File: config.mk
export PLATFORM = sky130hd
export DESIGN_NAME = cpu_run_ctl
export DESIGN_NICKNAME = d
export VERILOG_FILES = /design/src/rtl/cpu_run_ctl.sv
export SDC_FILE = /design/constraint.sdc
export NUM_CORES = 1
export LEC_CHECK = 0
export ABC_CLOCK_PERIOD_IN_PS = 5700
export CAP_MARGIN = 20
export CORE_MARGIN = 5
export CORE_UTILIZATION = 35
export DETAILED_ROUTE_END_ITERATION = 7
export HOLD_SLACK_MARGIN = 0.15
export MAX_ROUTING_LAYER = met4
export PLACE_DENSITY = 0.61
export RECOVER_POWER = 100
export SLEW_MARGIN = 20
export SYNTH_ARGS = -nofsm -noshare
export SYNTH_HDL_FRONTEND = slang
export SYNTH_SLANG_ARGS = --single-unit
File: constraint.sdc
create_clock -name clk -period 5.7 [get_ports clk]
set_input_delay 0.855 -clock clk [delete_from_list [all_inputs] [get_ports clk]]
set_output_delay 0.855 -clock clk [all_outputs]
set_load 0.005 [all_outputs]
File: src/rtl/cpu_run_ctl.sv
// cpu_run_ctl: execution controller between the host stepping interface and
// the CPU core. Instead of toggling the core clock, it gates execution with a
// per-cycle enable. It supports HALT / STEP / RUN_N / RUN_FREE commands,
// instruction-pointer breakpoints, an IP-range fault stop and an
// executed-instruction counter.
//
// Ports:
//   clk, rst          core clock, asynchronous active-high reset
//   cmd_valid/ready   host command handshake (accepted when both high at posedge)
//   cmd_op            0 HALT, 1 STEP, 2 RUN_N, 3 RUN_FREE
//   cmd_count         instruction budget for RUN_N
//   bp_we/idx/addr/en breakpoint slot write port
//   ip                current instruction pointer from the core
//   core_en           core executes one instruction on a posedge where high
//   state             0 IDLE, 1 RUN, 2 FAULT
//   halt_cause        0 NONE, 1 HOST, 2 COUNT, 3 BREAK, 4 IP_RANGE
//   instr_count       executed instruction counter (wraps)
//   done              one-cycle pulse after a stop
module cpu_run_ctl #(
  parameter int unsigned ADDR_SIZE = 16,
  parameter int unsigned IP_LIMIT  = 256,
  parameter int unsigned CNT_WIDTH = 32,
  parameter int unsigned NUM_BP    = 4,
  localparam int unsigned IDX_W    = (NUM_BP > 1) ? $clog2(NUM_BP) : 1
) (
  input  logic                 clk,
  input  logic                 rst,
  input  logic                 cmd_valid,
  output logic                 cmd_ready,
  input  logic [1:0]           cmd_op,
  input  logic [CNT_WIDTH-1:0] cmd_count,
  input  logic                 bp_we,
  input  logic [IDX_W-1:0]     bp_idx,
  input  logic [ADDR_SIZE-1:0] bp_addr,
  input  logic                 bp_en,
  input  logic [ADDR_SIZE-1:0] ip,
  output logic                 core_en,
  output logic [1:0]           state,
  output logic [2:0]           halt_cause,
  output logic [CNT_WIDTH-1:0] instr_count,
  output logic                 done
);

  typedef enum logic [1:0] {
    ST_IDLE  = 2'd0,
    ST_RUN   = 2'd1,
    ST_FAULT = 2'd2
  } state_e;

  typedef enum logic [2:0] {
    HC_NONE     = 3'd0,
    HC_HOST     = 3'd1,
    HC_COUNT    = 3'd2,
    HC_BREAK    = 3'd3,
    HC_IP_RANGE = 3'd4
  } cause_e;

  typedef enum logic [1:0] {
    OP_HALT     = 2'd0,
    OP_STEP     = 2'd1,
    OP_RUN_N    = 2'd2,
    OP_RUN_FREE = 2'd3
  } op_e;

  localparam logic [ADDR_SIZE-1:0] IP_LIM   = ADDR_SIZE'(IP_LIMIT);
  localparam logic [CNT_WIDTH-1:0] CNT_ONE  = CNT_WIDTH'(1);
  localparam logic [CNT_WIDTH-1:0] CNT_ZERO = '0;

  // Control state
  state_e               state_q, state_d;
  cause_e               cause_q, cause_d;
  logic [CNT_WIDTH-1:0] count_q, count_d;
  logic [CNT_WIDTH-1:0] remaining_q, remaining_d;
  logic                 free_q, free_d;
  logic                 bp_skip_q, bp_skip_d;
  logic                 done_q, done_d;

  // Breakpoint slots
  logic [ADDR_SIZE-1:0] bp_addr_q [NUM_BP];
  logic [NUM_BP-1:0]    bp_valid_q;

  logic bp_hit_c;
  logic ip_fault_c;
  logic cmd_accept_c;

  // Outside IDLE only HALT is accepted; other commands stall.
  assign cmd_ready    = (state_q == ST_IDLE) || (op_e'(cmd_op) == OP_HALT);
  assign cmd_accept_c = cmd_valid && cmd_ready;
  assign ip_fault_c   = (ip > IP_LIM);

  // Breakpoint compare against registered slots, so a same-cycle write
  // still sees the old contents.
  always_comb begin
    bp_hit_c = 1'b0;
    for (int i = 0; i < NUM_BP; i++) begin
      if (bp_valid_q[i] && (bp_addr_q[i] == ip)) begin
        bp_hit_c = 1'b1;
      end
    end
  end

  // Breakpoint slot storage
  always_ff @(posedge clk or posedge rst) begin
    if (rst) begin
      bp_valid_q <= '0;
      for (int i = 0; i < NUM_BP; i++) begin
        bp_addr_q[i] <= '0;
      end
    end else if (bp_we && (32'(bp_idx) < NUM_BP)) begin
      bp_addr_q[bp_idx]  <= bp_addr;
      bp_valid_q[bp_idx] <= bp_en;
    end
  end

  // Control state register
  always_ff @(posedge clk or posedge rst) begin
    if (rst) begin
      state_q     <= ST_IDLE;
      cause_q     <= HC_NONE;
      count_q     <= '0;
      remaining_q <= '0;
      free_q      <= 1'b0;
      bp_skip_q   <= 1'b0;
      done_q      <= 1'b0;
    end else begin
      state_q     <= state_d;
      cause_q     <= cause_d;
      count_q     <= count_d;
      remaining_q <= remaining_d;
      free_q      <= free_d;
      bp_skip_q   <= bp_skip_d;
      done_q      <= done_d;
    end
  end

  // Next-state and core enable
  always_comb begin
    state_d     = state_q;
    cause_d     = cause_q;
    count_d     = count_q;
    remaining_d = remaining_q;
    free_d      = free_q;
    bp_skip_d   = bp_skip_q;
    done_d      = 1'b0;
    core_en     = 1'b0;

    unique case (state_q)
      ST_IDLE: begin
        if (cmd_accept_c) begin
          unique case (op_e'(cmd_op))
            OP_HALT: begin
              cause_d = HC_HOST;
              done_d  = 1'b1;
            end
            OP_STEP: begin
              remaining_d = CNT_ONE;
              free_d      = 1'b0;
              bp_skip_d   = 1'b1;
              state_d     = ST_RUN;
            end
            OP_RUN_N: begin
              if (cmd_count == CNT_ZERO) begin
                cause_d = HC_COUNT;
                done_d  = 1'b1;
              end else begin
                remaining_d = cmd_count;
                free_d      = 1'b0;
                bp_skip_d   = 1'b1;
                state_d     = ST_RUN;
              end
            end
            OP_RUN_FREE: begin
              free_d    = 1'b1;
              bp_skip_d = 1'b1;
              state_d   = ST_RUN;
            end
            default: ;
          endcase
        end
      end

      ST_RUN: begin
        // Stop conditions in priority order; the stopping instruction is
        // never executed.
        if (cmd_accept_c) begin
          state_d = ST_IDLE;
          cause_d = HC_HOST;
          done_d  = 1'b1;
        end else if (ip_fault_c) begin
          state_d = ST_FAULT;
          cause_d = HC_IP_RANGE;
          done_d  = 1'b1;
        end else if (bp_hit_c && !bp_skip_q) begin
          state_d = ST_IDLE;
          cause_d = HC_BREAK;
          done_d  = 1'b1;
        end else begin
          core_en   = 1'b1;
          count_d   = count_q + CNT_ONE;
          bp_skip_d = 1'b0;
          if (!free_q) begin
            remaining_d = remaining_q - CNT_ONE;
            // Last budgeted instruction executes on the same edge that stops.
            if (remaining_q == CNT_ONE) begin
              state_d = ST_IDLE;
              cause_d = HC_COUNT;
              done_d  = 1'b1;
            end
          end
        end
      end

      ST_FAULT: begin
        // Only HALT is ready here; cause keeps reporting the fault.
        if (cmd_accept_c) begin
          state_d = ST_IDLE;
        end
      end

      default: begin
        state_d = ST_IDLE;
      end
    endcase
  end

  assign state       = state_q;
  assign halt_cause  = cause_q;
  assign instr_count = count_q;
  assign done        = done_q;

endmodule
# After elaboration in Yosys (flattened, before gate mapping)
# Cells that the tools add are included.
[classes] n_addsub=2 n_mul=0 n_div=0 n_lt_le_gt_ge=5 n_eq_ne=24 shifts=0 mux=59 bitwise_logic=4 reduce_logical=22
[op_table] op="two-way mux 32 bit" n=6
[op_table] op="case mux 32 bit (2 select lines)" n=2
[op_table] op="bitwise mux 64 bit" n=1
[op_table] op="equality test 16 bit" n=4
[op_table] op="adder 32 x 1 -> 32 bit (second input constant)" n=1
[op_table] op="demux 16 bit (select 2 bit)" n=1
[op_table] op="equality test 32 x 1 -> 1 bit (second input constant)" n=1
[op_table] op="logical NOT 32 bit" n=1
[op_table] op="subtractor 32 x 1 -> 32 bit (second input constant)" n=1
[op_table] op="two-way mux 1 bit" n=22
[op_table] op="two-way mux 3 bit" n=7
[op_table] op="> comparator 16 x 9 -> 1 bit (second input constant)" n=1
[op_table] op="two-way mux 16 bit" n=1
[op_table] op="two-way mux 2 bit" n=8
[op_table] op="inequality test 2 bit (second input constant)" n=7
[op_table] op="case mux 3 bit (2 select lines)" n=2
[op_table] op="AND reduction 6 bit" n=2
[op_table] op="inequality test 5 bit (second input constant)" n=2
[op_table] op="logical AND 1 bit" n=8
[op_table] op="case mux 1 bit (2 select lines)" n=4
[op_table] op="AND reduction 4 bit" n=2
[op_table] op="AND reduction 8 bit" n=1
[op_table] op="AND reduction 7 bit" n=1
[op_table] op="equality test 2 bit (second input constant)" n=3
[op_table] op="21 further kinds" n=27
[word_totals] ff_bits=140 latchBits=0 ramBits=0 rom_bits=0 input_bits=73 out_inout_bits=40 word_cells=128 mem_count=0

# Logic depth before layout (Yosys ltp)
# Gate-level depths: netlist (run 1).
[depth] depth_word=11 ltp_mapped=10 mapped_depth_nobuf=8

# Worst setup path before layout (run 1)
# OpenSTA, ideal clock, no wires.
[synth_path] path_type="in2out" from="in ip[12]" to="out core_en" t_arrival_ns=2.423 required_time_ns=4.845 slack_ns=2.422 stages=8 path_buffers=2 path_cell_list="clkbuf_1 xor2_1 nor4b_1 nand4_1 o32ai_1 o21ai_0 clkbuf_1 and2_1"
[synth_via] elab_chain_len=11 word_cells_on_any_way=18 cone_classes="order compare: 1; eq/ne: 4; mux: 8; reduce/logical: 5"
[synth_rtl] item="start, declared" line_no="36" text="input logic [ADDR_SIZE-1:0] ip,"
[synth_rtl] item="equality test 16 bit" line_no="96" text="if (bp_valid_q[i] && (bp_addr_q[i] == ip)) begin"
[synth_rtl] item="logical AND 1 bit" line_no="96"
[synth_rtl] item="two-way mux 1 bit (4 in series)" line_no="96"
[synth_rtl] item="logical AND 1 bit" line_no="193" text="end else if (bp_hit_c && !bp_skip_q) begin"
[synth_rtl] item="two-way mux 1 bit" line_no="193"
[synth_rtl] item="two-way mux 1 bit *" line_no="189" text="end else if (ip_fault_c) begin"
[synth_rtl] item="two-way mux 1 bit *" line_no="185" text="if (cmd_accept_c) begin"
[synth_rtl] item="two-way mux 1 bit *" line_no="147" text="unique case (state_q)"
[synth_rtl] item="end, declared" line_no="37" text="output logic core_en,"
# Mark *: on every way between the ends. The rest lies on a longest branch, timed or not.

# Final worst setup path (run 1)
[layout_path] from="in ip[11]" to="out core_en"
# The elaborated chain is that of the path after synthesis.

==> qor.log, run 1 <==
qor: synth.post_synth_mux_area_share 10.6%
qor: worst_setup_path.r2r-start bp_addr_q[47]$_DFFE_PP0P_
qor: cells_and_area.final_layout_size_suffix_gt1_share 14.1%
qor: grt.antenna_found_initial 0
qor: worst_setup_path.worst-r2r-cell-count 9
qor: placed_design.numPortBuffers 112
qor: routing.via_per_inst 5.56
qor: pwr.cellPowerDensity 359 nW/um^2
qor: die.initial_core_util 35.4%
qor: routing.antenna_left 0
qor: sta.setup-tns-final 0 ps
qor: worst_hold_path.min_path_type reg -> reg
qor: clock_tree.cts_tree built
qor: synth.synthTopCellsByCount dfrtp_1 (140), xor2_1 (73), mux2_2 (68)
qor: synth.synth.lib_cells_used.distinct 58
qor: clock_tree.worst_setup_hold_path_clk_slew 60 ps
qor: placed_design.gpl.final_weighted_congestion 0.913
qor: sta.skew 10.8 ps
qor: worst_setup_path.worstPathMaxFanout 5
qor: sta.fin_crit_sh 84.9%
qor: worst_hold_path.worstHoldEndpoint instr_count[31]$_DFFE_PP0P_
qor: worst_hold_path.min_delay_path_depth 1
qor: worst_setup_path.worst-endpoint-required 4850 ps
qor: run.max_cap_viol_count 1
qor: routing.number_of_violations_reported_at_the_end_of_detailed_routing_iteration_0 428
qor: die.coreArea 21,800 sq um
qor: grt.grt_pass1_vias 6,465
qor: synth.synthMostInstantiatedCell dfrtp_1
qor: synth.synth-simple-area-share 19.6%
qor: sta.rsz0062_at_grt false
qor: placed_design.post-dp-hpwl 16,100 um
qor: synth.syn_area_per_cell 10.3 sq um
qor: routing.iteration_count_of_the_initial_detailed_routing_pass 5
qor: die.die_w 158 um
qor: synth.synth_edf_count 0
qor: synth.synth_flop_cell dfrtp_1
qor: pwr.p_seq_share 38.5%
qor: synth.combinational_family_with_the_most_area_after_synthesis simple AND/OR/NAND/NOR gates
qor: die.placementRows 54
qor: worst_setup_path.r2r-end remaining_q[0]$_DFFE_PP0P_
qor: sta.relSlewSlack -53.8%
qor: synth.yosys.area.top_type dfrtp_1
qor: sta.worst_slew_pin_slew 2310 ps
qor: die.chipHeight 158 um
qor: sta.timing.final.hold_violations 0
qor: clock_tree.cts.path.max_buffers 2
qor: status.failed_checks capacitance limit, slew limit
qor: pwr.switchingPower 1.15 mW
qor: clock_tree.cts_root_buffer clkbuf_16
qor: synth.synth_compound_gate_area_share 10.0%
qor: synth.share_of_async_settable_or_async_resettable_flops_after_synthesis 100%
qor: pwr.cellInternalPower 2.32 mW
qor: die.io_pins 113
qor: clock_tree.cts-hold-fix-buffers 0
qor: grt.grt_first_pass_wirelength 36,000 um
qor: sta.setup_viol 0
qor: clock_tree.numCtsBuffers 17
qor: cells_and_area.syn_to_final_growth 25.3%
qor: pwr.total_leakage_power 4.02 nW
qor: grt.largest_net_degree_at_the_start_of_global_routing 107
qor: sta.fmax 207 MHz
qor: routing.detail_route.wirelength 22,800 um
qor: clock_tree.cts.sink_count 140
qor: clock_tree.htreeDepth 4
qor: sta.drv_slew 107
qor: worst_setup_path.r2r_slack 2580 ps
qor: routing.drt_drc_violations_left 0
qor: synth.count_of_mapped_cells_out_of_synthesis 749
qor: synth.synth-warning-count 0
qor: pwr.switching_share 33.2%
qor: pwr.share_clk_of_total_power 34.3%
qor: synth.post_synth_instance_area 7710 sq um
qor: clock_tree.cts_resized 0
qor: synth.synthTopCellsByArea dfrtp_1 (45%), mux2_2 (9.9%), xor2_1 (8.3%), nor4_1 (3.4%), nand4_1 (2.5%)
qor: clock_tree.clock_latency 420 ps
qor: synth.synth_adder_area_share 0.487%
qor: routing.wl_per_cell 20.1 um
qor: status.outcome finished, violations left
qor: pwr.p_comb_share 27.3%
qor: synth.area_share_of_the_largest_cell_type_after_synthesis 45.4%
qor: grt.combined_global_route_utilization_of_all_metal_layers 18.9%
qor: worst_setup_path.setup.worst_path.start_class input port
qor: sta.final.min_clock_period 4840 ps
qor: worst_hold_path.hold_wc_startpoint instr_count[31]$_DFFE_PP0P_
qor: die.fp.dieArea 25,100 sq um
qor: worst_setup_path.worst_ep_arrival_time 3980 ps
qor: pwr.vdd_ir_drop_max 0.149 mV
qor: grt.grt.overflow.total 0
qor: pwr.totalPowerFinal 3.47 mW
qor: cells_and_area.net_count_final 917
qor: worst_setup_path.crit_path_end_kind output pin
qor: routing.num_vias 6,301
qor: synth.synthesized_area_fraction_occupied_by_xor_and_xnor_cells 10.7%
qor: clock_tree.total_setup_buffers_inserted_after_cts 0
qor: synth.synth.yosys.seq_area_share 45.4%
qor: worst_setup_path.worstSetupPathType in -> out
qor: cells_and_area.antenna_cells 0
qor: synth.yosys_register_bits 140
qor: synth.mappedNetlistNets 825
==> flip-flops by register name, indices dropped and copies added, names as in the netlist <==
| name | cells |
|---|---|
| free_q | 1 |
| bp_valid_q | 4 |
| bp_addr_q | 64 |
| state | 2 |
| halt_cause | 3 |
| instr_count | 32 |
| remaining_q | 32 |
| bp_skip_q | 1 |
| done | 1 |
==> layout make-up <==
cell class | count | area [sq um]
multi-input cells | 545 | 3950
repair buffers | 123 | 1180
flip-flops and latches | 140 | 3500
fillers | 2104 | 12100
clock inverters | 13 | 193
clock buffers | 18 | 429
well taps | 280 | 350
inverters | 14 | 56.3
==> metrics by stage <==
step	utilization (%)	setup WS, ps	hold slack (ps)	cell area (sq um)	std cells
after global routing	44.4	672	507	9670	1133
after global placement	41.7	1360	464	9080	1101
after CTS	44.6	1290	475	9700	1132
after detailed placement	41.7	1290	460	9080	1101
final	44.4	863	465	9670	1133
after floorplan	-	1090	465	7710	749
==> worst max-delay path, stage by stage <==
cell and delay [ps]:
dlygate4sd3_1 640, or4_1 570, nor4_1 590, nand2_1 210, nor2_1 160, and2_0 330
dlygate4sd3_1 620
==> kinds of logic after synthesis <==
family / after synthesis
AOI/OAI and AO/OA: 103
xor gates and xnor gates: 94
adders and majority gates: 3
buffers and inverters: 64
DFF: 140
muxes: 73
and+or+nand+nor: 272
==> worst max path at each step <==
stage,startpoint,cells after the start,endpoint,slack (ps)
after floorplan,rst,1,bp_addr_q[0]$_DFFE_PP0P_,1090
after global placement,ip[15],7,core_en,1360
after detailed placement,ip[15],7,core_en,1290
after CTS,ip[15],7,core_en,1290
after global routing,ip[11],7,core_en,670
final,ip[11],7,core_en,860
==> cell usage in the layout (no fill, tap or decap), types with 4 or more instances in the layout <==
cell,count
nand2_1,44
and2_1,4
nor4b_1,6
clkbuf_16,17
a22oi_1,9
mux2_2,68
xor2_1,73
nor2b_1,5
a32o_1,17
o221a_2,4
nand3b_1,4
dlygate4sd3_1,44
nand3_1,25
or4_1,5
a21oi_1,16
nor4_1,43
nor2_1,33
clkdlybuf4s50_1,68
nand4_1,31
o22ai_1,18
mux2i_1,4
or3_1,5
bufinv_16,4
inv_1,13
clkinv_4,4
buf_4,6
xnor2_1,21
and3_1,10
nor3_1,35
o21ai_0,10
and4_1,6
clkbuf_1,6
nand2b_1,5
dfrtp_1,140
==> routing by layer <==
layer | part of all wire (%) | track usage [%] | wire (um) | vias to the layer above
li1 | - | - | - | 2965
met1 | 47 | 26.4 | 10800 | 3114
met2 | 46 | 28.1 | 10400 | 198
met3 | 5.8 | 3.64 | 1330 | 24
met4 | 1.4 | 5.44 | 325 | 0
met5 | 0 | - | 0 | -
==> power groups by stage <==
stage	sequential, mW	clock (mW)	combinational (mW)
after floorplan	1.31	0	0.649
after global placement	1.35	0	0.944
after detailed placement	1.35	0	0.952
after CTS	1.34	1.21	0.956
after global routing	1.36	1.25	1.04
final	1.34	1.19	0.946
(Power assumes the default switching activity.)
==> inputs of run 2 (changes only) <==
--- a/config.mk
+++ b/config.mk
@@ -5,7 +5,7 @@
 export SDC_FILE = /design/constraint.sdc
 export NUM_CORES = 1
 export LEC_CHECK = 0
-export ABC_CLOCK_PERIOD_IN_PS = 5700
+export ABC_CLOCK_PERIOD_IN_PS = 5050
 export CAP_MARGIN = 20
 export CORE_MARGIN = 5
 export CORE_UTILIZATION = 35
==> constraint.sdc (replaced) <==
create_clock -name clk -period 5.05 [get_ports clk]
set_input_delay 0.7575 -clock clk [delete_from_list [all_inputs] [get_ports clk]]
set_output_delay 0.7575 -clock clk [all_outputs]
set_load 0.005 [all_outputs]
==> qor.log, run 2 (synthesis results as in run 1) <==
qor: worst_hold_path.min_delay_path_depth 1 [unchanged]
qor: die.coreArea 21,800 sq um [unchanged]
qor: cells_and_area.syn_to_final_growth 24.4% [was 25.3%]
qor: worst_setup_path.worst-r2r-cell-count 8 [was 9]
qor: cells_and_area.nFillCells 2,141 [was 2,104]
qor: cells_and_area.finish.utilization 44.1% [was 44.4%]
qor: sta.timing.final.hold_violations 0 [unchanged]
qor: pwr.p_comb_share 28.1% [was 27.3%]
qor: worst_setup_path.worstSetupPathType in -> out [unchanged]
qor: grt.largest_net_degree_at_the_start_of_global_routing 116 [was 107]
qor: grt.grt_pass1_vias 6,450 [was 6,465]
qor: cells_and_area.net_count_final 917 [unchanged]
qor: pwr.switchingPower 1.36 mW [was 1.15 mW]
qor: run.max_cap_viol_count 2 [was 1]
qor: placed_design.numPortBuffers 112 [unchanged]
qor: pwr.p_seq_share 39.8% [was 38.5%]
qor: routing.antenna_left 0 [unchanged]
qor: sta.skew 18.0 ps [was 10.8 ps]
qor: placed_design.post-dp-hpwl 16,200 um [was 16,100 um]
qor: sta.worst_slew_pin_slew 2510 ps [was 2310 ps]
qor: sta.drv_slew 143 [was 107]
qor: routing.number_of_violations_reported_at_the_end_of_detailed_routing_iteration_0 478 [was 428]
qor: die.io_pins 113 [unchanged]
qor: sta.setup-tns-final 0 ps [unchanged]
qor: sta.fin_crit_sh 86.3%
qor: cells_and_area.layout.cells.most_common dfrtp_1 [unchanged]
qor: worst_setup_path.worst_ep_arrival_time 3600 ps [was 3980 ps]
qor: routing.wl_per_cell 20.3 um [was 20.1 um]
qor: cells_and_area.final_layout_size_suffix_gt1_share 14.2% [was 14.1%]
qor: pwr.vdd_ir_drop_max 0.200 mV [was 0.149 mV]
qor: routing.iteration_count_of_the_initial_detailed_routing_pass 4 [was 5]
qor: die.chipHeight 158 um [unchanged]
qor: status.outcome finished, violations left [unchanged]
qor: clock_tree.numCtsBuffers 17 [unchanged]
qor: clock_tree.cts_resized 0 [unchanged]
qor: routing.via_per_inst 5.57 [was 5.56]
qor: routing.num_vias 6,320 [was 6,301]
qor: cells_and_area.register_with_the_most_flip_flops bp_addr_q [unchanged]
qor: cells_and_area.layout_common_cells dfrtp_1 (140), xor2_1 (73), clkdlybuf4s50_1 (69) [was dfrtp_1 (140), xor2_1 (73), mux2_2 (68), clkdlybuf4s50_1 (68)]
qor: clock_tree.cts_tree built [unchanged]
qor: die.placementRows 54 [unchanged]
qor: sta.setup_viol 0 [unchanged]
qor: sta.rsz0062_at_grt false [unchanged]
qor: clock_tree.worst_setup_hold_path_clk_slew 70 ps [was 60 ps]
qor: pwr.totalPowerFinal 3.79 mW [was 3.47 mW]
qor: sta.fmax 230 MHz
qor: worst_setup_path.worstPathMaxFanout 5 [unchanged]
qor: grt.grt.overflow.total 0 [unchanged]
qor: clock_tree.total_setup_buffers_inserted_after_cts 0 [unchanged]
qor: sta.final.min_clock_period 4360 ps
qor: cells_and_area.antenna_cells 0 [unchanged]
qor: clock_tree.cts-hold-fix-buffers 0 [unchanged]
qor: worst_hold_path.min_path_type reg -> reg [unchanged]
qor: die.fp.dieArea 25,100 sq um [unchanged]
qor: worst_setup_path.worst-endpoint-required 4290 ps [was 4850 ps]
qor: clock_tree.htreeDepth 4 [unchanged]
qor: pwr.cellInternalPower 2.43 mW [was 2.32 mW]
qor: sta.fin_worst_hold_slack 474 ps [was 465 ps]
qor: sta.relSlewSlack -67.3% [was -53.8%]
qor: pwr.total_leakage_power 3.99 nW [was 4.02 nW]
qor: worst_setup_path.r2r_slack 1860 ps [was 2580 ps]
qor: clock_tree.cts.sink_count 140 [unchanged]
qor: routing.drt_drc_violations_left 0 [unchanged]
qor: die.initial_core_util 35.4% [unchanged]
qor: status.failed_checks capacitance limit, slew limit [unchanged]
qor: worst_setup_path.crit_path_end_kind output pin [unchanged]
qor: placed_design.gpl.final_weighted_congestion 0.917 [was 0.913]
qor: clock_tree.clock_latency 440 ps [was 420 ps]
qor: clock_tree.cts_root_buffer clkbuf_16 [unchanged]
qor: routing.detail_route.wirelength 23,000 um [was 22,800 um]
qor: grt.antenna_found_initial 0 [unchanged]
qor: pwr.cellPowerDensity 396 nW/um^2 [was 359 nW/um^2]
qor: grt.grt_first_pass_wirelength 36,400 um [was 36,000 um]
qor: pwr.switching_share 35.9% [was 33.2%]
qor: worst_setup_path.setup.worst_path.start_class input port [unchanged]
qor: grt.combined_global_route_utilization_of_all_metal_layers 19.1% [was 18.9%]
qor: die.die_w 158 um [unchanged]
qor: clock_tree.cts.path.max_buffers 2 [unchanged]
qor: cells_and_area.max_ffs_per_register 64 [unchanged]
qor: pwr.share_clk_of_total_power 32.1% [was 34.3%]
run 2: cell count changes in the layout (fill, tap and decap cells not counted), sizes merged:
cell and change:
buf -1, bufinv -4, clkdlybuf4s50 +1, clkinv -1, clkinvlp +1, dlygate4sd3 -1, inv +6
run 2: layer usage:
layer	GRT usage [%]	share of wire [%]	up-vias
met5	-	0	-
met4	5.28	1.4	0
met3	3.70	4.8	25
met2	28.6	46	168
met1	26.7	48	3165
li1	-	-	2962
run 2: cell type report:
type | instances | area [sq um] | area share (%)
Inverter | 14 | 56.3 | 0.587
Sequential cell | 140 | 3500 | 36.5
Multi-Input combinational cell | 545 | 3950 | 41.2
Clock inverter | 15 | 128 | 1.33
Timing Repair Buffer | 123 | 1180 | 12.3
Clock buffer | 17 | 425 | 4.43
Tap cell | 280 | 350 | 3.65
run 2: metrics by stage:
step / cells / cell area [sq um] / setup WS [ps]
finish: 1134 / 9590 / 693
detailed placement: 1102 / 9100 / 890
global placement: 1101 / 9080 / 894
CTS: 1134 / 9650 / 887
floorplan: 749 / 7710 / 540
global route: 1134 / 9590 / 379
run 2: worst paths after layout:
kind	from	to
max reg2reg	bp_addr_q[2]$_DFFE_PP0P_	instr_count[30]$_DFFE_PP0P_
min reg2reg	instr_count[31]$_DFFE_PP0P_	instr_count[31]$_DFFE_PP0P_
min in group asynchronous	rst	instr_count[26]$_DFFE_PP0P_
min	instr_count[31]$_DFFE_PP0P_	instr_count[31]$_DFFE_PP0P_
max in group asynchronous	rst	remaining_q[28]$_DFFE_PP0P_
max	ip[11]	core_en
run 2: power groups by stage:
| stage | combinational [mW] | sequential (mW) | clock, mW |
|---|---|---|---|
| CTS | 1.08 | 1.51 | 1.23 |
| global placement | 1.06 | 1.52 | 0 |
| detailed placement | 1.07 | 1.52 | 0 |
| floorplan | 0.733 | 1.47 | 0 |
| global route | 1.18 | 1.54 | 1.28 |
| finish | 1.07 | 1.51 | 1.22 |
run 2: critical path, stage by stage:
cell and delay (ps):
clkdlybuf4s50_1 530, or4_1 590, nor4_1 510, nand2_1 200
nor2_1 170, and2_1 250, dlygate4sd3_1 600
